## src/rtl/uart_pkg.sv

```systemverilog
// Shared UART definitions for the receiver and transmitter.
package uart_pkg;

  localparam int unsigned DEFAULT_SAMPLE_RATE = 16;
  localparam int unsigned DEFAULT_DATA_BITS   = 8;
  localparam int unsigned MAX_DATA_BITS       = 9;

  typedef enum logic [2:0] {
    IDLE,
    START,
    DATA,
    PARITY,
    STOP
  } rx_state_t;

  // XOR-reduction of a zero-extended data word.
  function automatic logic parity_of(input logic [MAX_DATA_BITS-1:0] d);
    return ^d;
  endfunction

endpackage

```

## src/rtl/sync_2ff.sv

```systemverilog
// Two-flop synchroniser for an asynchronous single-bit input.
module sync_2ff #(
  parameter logic RESET_VAL = 1'b1
) (
  input  logic clk,
  input  logic rst_n,
  input  logic d,
  output logic q
);

  logic meta;

  always_ff @(posedge clk) begin
    if (!rst_n) begin
      meta <= RESET_VAL;
      q    <= RESET_VAL;
    end else begin
      meta <= d;
      q    <= meta;
    end
  end

endmodule

```

## src/rtl/uart_rx_oversampled.sv

```systemverilog
// Oversampling UART receiver: start-edge detect, mid-bit sampling, LSB-first
// assembly, parity and framing checks.
module uart_rx_oversampled
  import uart_pkg::*;
#(
  parameter int unsigned DATA_BITS   = DEFAULT_DATA_BITS,
  parameter int unsigned SAMPLE_RATE = DEFAULT_SAMPLE_RATE,
  parameter bit          PARITY_EN   = 1'b0,
  parameter bit          PARITY_ODD  = 1'b0
) (
  input  logic                 Clock,
  input  logic                 ClearN,
  input  logic                 SampleTick,
  input  logic                 Rx,
  output logic [DATA_BITS-1:0] DataOut,
  output logic                 DataValid,
  output logic                 ParityError,
  output logic                 FrameError,
  output logic                 Busy
);

  localparam int unsigned CNT_W = $clog2(SAMPLE_RATE);
  localparam int unsigned IDX_W = $clog2(DATA_BITS);
  localparam logic [CNT_W-1:0] CNT_MID  = CNT_W'(SAMPLE_RATE / 2 - 1);
  localparam logic [CNT_W-1:0] CNT_END  = CNT_W'(SAMPLE_RATE - 1);
  localparam logic [IDX_W-1:0] IDX_LAST = IDX_W'(DATA_BITS - 1);

  logic rx_s;
  logic rx_s_d;

  rx_state_t            state, state_next;
  logic [CNT_W-1:0]     cnt, cnt_next;
  logic [IDX_W-1:0]     bit_idx, bit_idx_next;
  logic [DATA_BITS-1:0] shreg, shreg_next;
  logic                 par_err, par_err_next;
  logic [DATA_BITS-1:0] data_out_next;
  logic                 dv_next;
  logic                 perr_next;
  logic                 ferr_next;
  logic                 busy_next;

  sync_2ff #(
    .RESET_VAL (1'b1)
  ) u_sync (
    .clk   (Clock),
    .rst_n (ClearN),
    .d     (Rx),
    .q     (rx_s)
  );

  always_ff @(posedge Clock) begin
    if (!ClearN) begin
      rx_s_d      <= 1'b1;
      state       <= IDLE;
      cnt         <= '0;
      bit_idx     <= '0;
      shreg       <= '0;
      par_err     <= 1'b0;
      DataOut     <= '0;
      DataValid   <= 1'b0;
      ParityError <= 1'b0;
      FrameError  <= 1'b0;
      Busy        <= 1'b0;
    end else begin
      rx_s_d      <= rx_s;
      state       <= state_next;
      cnt         <= cnt_next;
      bit_idx     <= bit_idx_next;
      shreg       <= shreg_next;
      par_err     <= par_err_next;
      DataOut     <= data_out_next;
      DataValid   <= dv_next;
      ParityError <= perr_next;
      FrameError  <= ferr_next;
      Busy        <= busy_next;
    end
  end

  // Next-state and output logic; every sample point is gated by SampleTick.
  always_comb begin
    state_next    = state;
    cnt_next      = cnt;
    bit_idx_next  = bit_idx;
    shreg_next    = shreg;
    par_err_next  = par_err;
    data_out_next = DataOut;
    dv_next       = 1'b0;
    perr_next     = ParityError;
    ferr_next     = FrameError;

    unique case (state)
      IDLE: begin
        cnt_next = '0;
        if (!rx_s && rx_s_d) begin
          state_next = START;
        end
      end

      START: begin
        if (SampleTick) begin
          if (cnt == CNT_MID) begin
            cnt_next     = '0;
            bit_idx_next = '0;
            par_err_next = 1'b0;
            state_next   = rx_s ? IDLE : DATA;
          end else begin
            cnt_next = cnt + CNT_W'(1);
          end
        end
      end

      DATA: begin
        if (SampleTick) begin
          if (cnt == CNT_END) begin
            cnt_next     = '0;
            shreg_next   = {rx_s, shreg[DATA_BITS-1:1]};
            bit_idx_next = bit_idx + IDX_W'(1);
            if (bit_idx == IDX_LAST) begin
              state_next = PARITY_EN ? PARITY : STOP;
            end
          end else begin
            cnt_next = cnt + CNT_W'(1);
          end
        end
      end

      PARITY: begin
        if (SampleTick) begin
          if (cnt == CNT_END) begin
            cnt_next     = '0;
            par_err_next = parity_of(MAX_DATA_BITS'(shreg)) ^ rx_s ^ 1'(PARITY_ODD);
            state_next   = STOP;
          end else begin
            cnt_next = cnt + CNT_W'(1);
          end
        end
      end

      STOP: begin
        if (SampleTick) begin
          if (cnt == CNT_END) begin
            // Returning to IDLE at mid-stop lets a back-to-back start edge be caught.
            cnt_next      = '0;
            state_next    = IDLE;
            dv_next       = 1'b1;
            data_out_next = shreg;
            ferr_next     = ~rx_s;
            perr_next     = PARITY_EN ? par_err : 1'b0;
          end else begin
            cnt_next = cnt + CNT_W'(1);
          end
        end
      end

      default: begin
        state_next = IDLE;
      end
    endcase

    busy_next = (state_next != IDLE);
  end

endmodule
```

## config.mk

```make
export PLATFORM = sky130hd
export DESIGN_NAME = uart_rx_oversampled
export DESIGN_NICKNAME = d
export VERILOG_FILES = /design/src/rtl/uart_pkg.sv /design/src/rtl/sync_2ff.sv /design/src/rtl/uart_rx_oversampled.sv
export SDC_FILE = /design/constraint.sdc
export NUM_CORES = 1
export LEC_CHECK = 0
export CORE_MARGIN = 2
export CORE_UTILIZATION = 54
export CTS_CLUSTER_DIAMETER = 150
export DETAILED_ROUTE_END_ITERATION = 8
export GPL_TIMING_DRIVEN = 1
export PLACE_DENSITY = 0.77
export SLEW_MARGIN = 25
export SYNTH_ARGS = -nofsm -noshare
export SYNTH_HDL_FRONTEND = slang
export SYNTH_HIERARCHICAL = 1
export SYNTH_SLANG_ARGS = --single-unit
```

## constraint.sdc

```tcl
create_clock -name Clock -period 1.9 [get_ports Clock]
set_input_delay 0.475 -clock Clock [delete_from_list [all_inputs] [get_ports Clock]]
set_output_delay 0.475 -clock Clock [all_outputs]
set_load 0.05 [all_outputs]
```

==> reports/results.tsv, run 1 <==
metric	value	unit
status	finished clean	
synthesized area	1380	µm²
io pins	16	
routability cong.	0.887	
Synth Area in Adders	2.71	%
Critical Path RT	2120	ps
fin crit share	91.2	%
post-synthesis compound-gate area fraction	8.33	%
syn_nets	149	
Gate Count Post-Synth	142	
row count	18	
asr flop ratio synth	0	%
CTS tree	yes	
Critical Path Max Stage Delay	390	ps
post-CTS sizing	0	
initial antenna violation count	0	
total of max-cap violations	0	
critical path type	register to register	
# port buffers	14	
ordered list of cells on the worst path	ha_1 -> nand4_2 -> nor4b_2 -> buf_4 -> mux2i_1 -> nor2_1	
Die Ht	54.6	µm
Max Slew Vio Count	0	
CTS Buf Count	5	
share of cells above drive strength 1	17.4	%
Die ar.	2980	µm²
Pleak	0.597	nW
multiplexer share of the synthesized area	12.3	%
xor-xnor portion of the synthesized cell area	1.27	%
Post-Syn Area per Cell	9.74	µm²
clock sink count	32	
DP Area	1520	µm²
Initial Util	56.3	%
CTS Buffer Depth	2	
GRT Util Overall	19.7	%
Final nets	167	
Worst Hold Class	register to register	
FF+latch count, synth	32	
critical path arrival	1950	ps
H-tree Lvls	2	
EDFF count, synth	0	
Hold-fix buffers, CTS	0	
clock root cell	clkbuf_4	
Synth Area in Simple Gates	23.7	%
Yosys cell types	36	
Layout area overhead	14.1	%
Buf/Inv on CP	1	
first-pass GRT wire length	4060	µm
# diodes	0	
CP max FO	10	
Crit path max-delay family	simple AND/OR/NAND/NOR gates	
Finished Cell Area	1580	µm²
DRC errors left	0	
post-route minimum period	1730	ps
setup_tns	0	ps
Startpoint Class	register	
final setup fails	0	
slowest CP cell	dfxtp_1	
first-pass iteration count of the detailed router	4	
clock-pin transition on the worst setup and hold timing paths	90	ps
crit end category	register	
drt first-iter violations	7	
Die W	54.6	µm
Overflow after GRT	0	
clock skew	10.4	ps
dominant synthesized flop cell	dfxtp_1	
f_max	577	MHz
number of routed nets with antenna violations	0	
main combinational cell family by area after synthesis	simple AND/OR/NAND/NOR gates	
RSZ-0062 raised after global routing	false	
final hold vios	0	
number of global-route vias before repair	916	
later-pin clock latency in the skew report	330	ps
largest net degree at the start of global routing	21	
final wirelength	2370	µm
Final HPWL DP	1670	µm
Post-CTS Setup Inserts	0	
pwr dens	718	nW/µm²
drt via density	5.45	
Routed WL per cell	12.4	µm
register area share after synthesis	46.3	%
synth warn	6	
worst vdd ir	0.000622	V
CORE AREA	2450	µm²
DR vias	1040	
FILL cells	196	
-- worst register-to-register path, cell delays in order, from the launching register on --
cell,delay (ps)
dfxtp_1,390
ha_1,250
nand4_2,190
nor4b_2,290
buf_4,250
mux2i_1,210
nor2_1,50
-- cells by family (layout without fill, tap and decap cells) --
| family | count (synthesis) | count (layout) |
|---|---|---|
| AOI/OAI and AO/OA | 17 | 17 |
| adders and majority gates | 3 | 3 |
| xor gates and xnor gates | 2 | 2 |
| muxes | 17 | 17 |
| other | 1 | 1 |
| DFF | 32 | 32 |
| buffers and inverters | 11 | 30 |
| and+or+nand+nor | 59 | 59 |
-- where the power goes --
part	leakage (nW)	internal, mW	switching [mW]
Clock	0.0315	0.181	0.222
Sequential	0.259	0.675	0.00558
Combinational	0.307	0.0194	0.0289
-- per-layer routing --
layer | track usage [%] | vias to the layer above | wire length (µm)
li1 | - | 525 | -
met1 | 25.2 | 485 | 1140
met2 | 29.0 | 25 | 1050
met3 | 5.74 | 5 | 139
met4 | 12.5 | 0 | 47
met5 | 0 | - | 0
-- cell type report --
type                    count  area, µm²  share of cell area (%)
inverters                   2       7.51                   0.476
repair buffers             20        158                    9.99
clock buffers               7       55.1                    3.49
well taps                  30       37.5                    2.38
flip-flops and latches     32        641                    40.6
clock inverters             1       7.51                   0.476
multi-input cells          99        672                    42.6
-- cell usage after synthesis (all sizes together) (2+ instances only) --
cell type / n / area (µm²)
clkbuf: 2 / 7.51
a21oi: 7 / 35.0
nand3b: 2 / 15.0
inv: 2 / 7.51
nand2: 5 / 18.8
nand3: 8 / 40.0
nor2b: 3 / 18.8
nand4: 2 / 18.8
or3: 2 / 12.5
nor3: 3 / 15.0
or3b: 2 / 20.0
o21ai: 4 / 20.0
nand2b: 7 / 43.8
nor2: 20 / 75.1
buf: 7 / 55.1
mux2i: 17 / 170
dfxtp: 32 / 641
ha: 3 / 37.5
xor2: 2 / 17.5
-- cell usage in the layout, fill, tap and decap left out --
master	n
inv_1	2
a21oi_1	7
nor3_1	3
o21ai_1	1
buf_4	17
nor2_1	20
clkinvlp_4	1
nor3b_1	1
clkdlybuf4s50_1	3
o21ai_0	3
a32oi_1	1
o211ai_1	1
nor4b_2	1
nand4_2	1
ha_1	3
or3_1	2
nor2b_1	3
nand4bb_1	1
clkbuf_8	1
a211oi_4	1
dfxtp_1	32
and2_1	1
o31ai_1	1
nand2_1	5
conb_1	1
mux2i_1	17
nand2b_1	7
xor2_1	2
nand3b_1	2
clkbuf_4	5
clkbuf_1	1
o21a_1	1
or3b_1	1
nand4_1	1
nand3_1	8
and4b_1	1
o41ai_1	1
or3b_4	1
-- through the flow --
step | total power, mW | hold WS [ps] | setup slack (ps) | util [%] | instances
after CTS | 1.15 | 421 | 177 | 64.3 | 191
final | 1.13 | 423 | 168 | 64.3 | 191
after global placement | 0.744 | 391 | -132 | 61.7 | 183
after detailed placement | 0.745 | 395 | -165 | 61.7 | 183
after global routing | 1.19 | 461 | 6.28 | 64.3 | 191
after floorplan | 0.726 | 386 | 360 | - | 142
-- registers in the layout, summed over array words and instances, names as in the netlist, 3 cells and up --
register,flops
DataOut,8
cnt,4
shreg,8
state,3
bit_idx,3
-- final timing paths --
path,from,end,slack [ps],depth (start not counted)
min,u_sync/meta,u_sync/q,420,1
min reg2reg,u_sync/meta,u_sync/q,420,1
max reg2reg,cnt[0],FrameError,170,6
max,cnt[0],FrameError,170,6
Note: power is estimated with default switching activity, not from simulation.
==> run 2, diff against run 1 <==
Clock period 1.9 ns to 1.85 ns, I/O delays scaled along.
==> reports/results.tsv, run 2 (synthesis gave the netlist of run 1 again) <==
metric	value	unit	change
status	finished clean		unchanged
DP Area	1520	µm²	unchanged
Finished Cell Area	1610	µm²	was 1580 µm²
first-pass iteration count of the detailed router	4		unchanged
final core occ	65.6	%	was 64.3%
routability cong.	0.888		was 0.887
slowest CP cell	clkdlybuf4s50_1		was dfxtp_1
Layout area overhead	16.6	%	was 14.1%
Critical Path RT	2070	ps	was 2120 ps
pwr dens	782	nW/µm²	was 718 nW/µm²
row count	18		unchanged
worst vdd ir	0.000691	V	was 0.000622 V
CTS Buf Count	5		unchanged
Routed WL per cell	12.8	µm	was 12.4 µm
RSZ-0062 raised after global routing	false		unchanged
Critical Path Max Stage Delay	500	ps	was 390 ps
final wirelength	2470	µm	was 2370 µm
WHS	419	ps	was 423 ps
smallest setup slack after layout	94.6	ps	was 168 ps
drt first-iter violations	34		was 7
H-tree Lvls	2		unchanged
Initial Util	56.3	%	unchanged
Crit path max-delay family	buffers and inverters		was simple AND/OR/NAND/NOR gates
GRT Util Overall	18.9	%	was 19.7%
CTS tree	yes		unchanged
Max Slew Vio Count	0		unchanged
Overflow after GRT	0		unchanged
largest net degree at the start of global routing	21		unchanged
Die ar.	2980	µm²	unchanged
commonest non-fill, non-tap cells in the layout	29 x dfxtp_1, 20 x nor2_1, 17 x mux2i_1, 17 x buf_4, 8 x nand3_1		was 32 x dfxtp_1, 20 x nor2_1, 17 x mux2i_1, 17 x buf_4, 8 x nand3_1
commonest non-fill, non-tap cell in the layout	dfxtp_1		unchanged
# port buffers	14		unchanged
FILL cells	207		was 196
io pins	16		unchanged
initial antenna violation count	0		unchanged
number of global-route vias before repair	888		was 916
Hold-fix buffers, CTS	0		unchanged
Startpoint Class	input port		was register
DRC errors left	0		unchanged
setup_tns	0	ps	unchanged
total of max-cap violations	0		unchanged
first-pass GRT wire length	3990	µm	was 4060 µm
post-route minimum period	1760	ps	
CP max FO	5		was 10
Pleak	0.611	nW	was 0.597 nW
final setup fails	0		unchanged
crit end category	register		unchanged
Final HPWL DP	1700	µm	was 1670 µm
Worst Hold Class	register to register		unchanged
# diodes	0		unchanged
clock sink count	32		unchanged
drt via density	5.43		was 5.45
CORE AREA	2450	µm²	unchanged
Buf/Inv on CP	2		was 1
DR vias	1042		was 1040
number of routed nets with antenna violations	0		unchanged
Final Non-Filler Cells	192		was 191
critical path type	input port to register		was register to register
clock skew	6.28	ps	was 10.4 ps
clock-pin transition on the worst setup and hold timing paths	100	ps	was 90 ps
f_max	570	MHz	
largest registers	DataOut x8, shreg x8, cnt x4		unchanged
share of cells above drive strength 1	20.4	%	was 17.4%
Final nets	168		was 167
ordered list of cells on the worst path	clkdlybuf4s50_1 -> nand4_2 -> nor4b_4 -> buf_2 -> mux2i_1 -> nor2_1		was ha_1 -> nand4_2 -> nor4b_2 -> buf_4 -> mux2i_1 -> nor2_1
placed insts	183		unchanged
clock root cell	clkbuf_4		unchanged
final hold vios	0		unchanged
overall power	1.26	mW	was 1.13 mW
Die Ht	54.6	µm	unchanged
pre-CTS setup slack	-229	ps	was -165 ps
Die W	54.6	µm	unchanged
CTS Buffer Depth	2		unchanged
fin crit share	94.9	%	
later-pin clock latency in the skew report	320	ps	was 330 ps
critical path arrival	1980	ps	was 1950 ps
==> run 2: cell types whose count changed in the layout (fill, tap and decap cells not counted) <==
cell / delta
clkinvlp_4: -1
clkinv_2: +1
nor4b_2: -1
clkbuf_8: -1
dfxtp_2: +3
buf_2: +1
nor4b_4: +1
bufinv_16: +1
ha_1: -1
dfxtp_1: -3
ha_2: +1
==> run 2: final cells by class <==
cell class / instances / area, µm² / area share [%]
sequential: 32 / 644 / 40.0
multi-input combinational: 99 / 683 / 42.4
timing repair buffer: 21 / 163 / 10.1
tap: 30 / 37.5 / 2.33
inverter: 2 / 7.51 / 0.466
clock inverter: 2 / 35.0 / 2.17
clock buffer: 6 / 41.3 / 2.56
==> run 2: repair_timing <==
item / 4_1_cts / 5_1_grt
buffers inserted: 0 / 0
resized for setup: 0 / 7
setup endpoints to repair: 0 / 17
==> run 2: per-layer routing <==
metal	vias up	global-route usage (%)	routed length [µm]
met2	27	27.0	1130
met5	-	0	0
met4	0	5.00	19
met1	489	25.8	1190
met3	2	8.47	133
li1	524	-	-
==> run 2: report_power, final <==
part	total [mW]	switching (mW)	leakage, nW	internal (mW)
logic	0.0505	0.0305	0.309	0.0200
clock network	0.510	0.227	0.0422	0.283
registers	0.699	0.00582	0.260	0.694
total	1.26	0.263	0.611	0.997
==> run 2: final timing paths <==
kind,start,endpoint,slack (ps),cells past startpoint
worst max-delay path,SampleTick,DataOut[0],90,6
worst min-delay path,u_sync/meta,u_sync/q,420,1
worst max register to register,cnt[1],DataOut[0],140,6
worst min register to register,u_sync/meta,u_sync/q,420,1
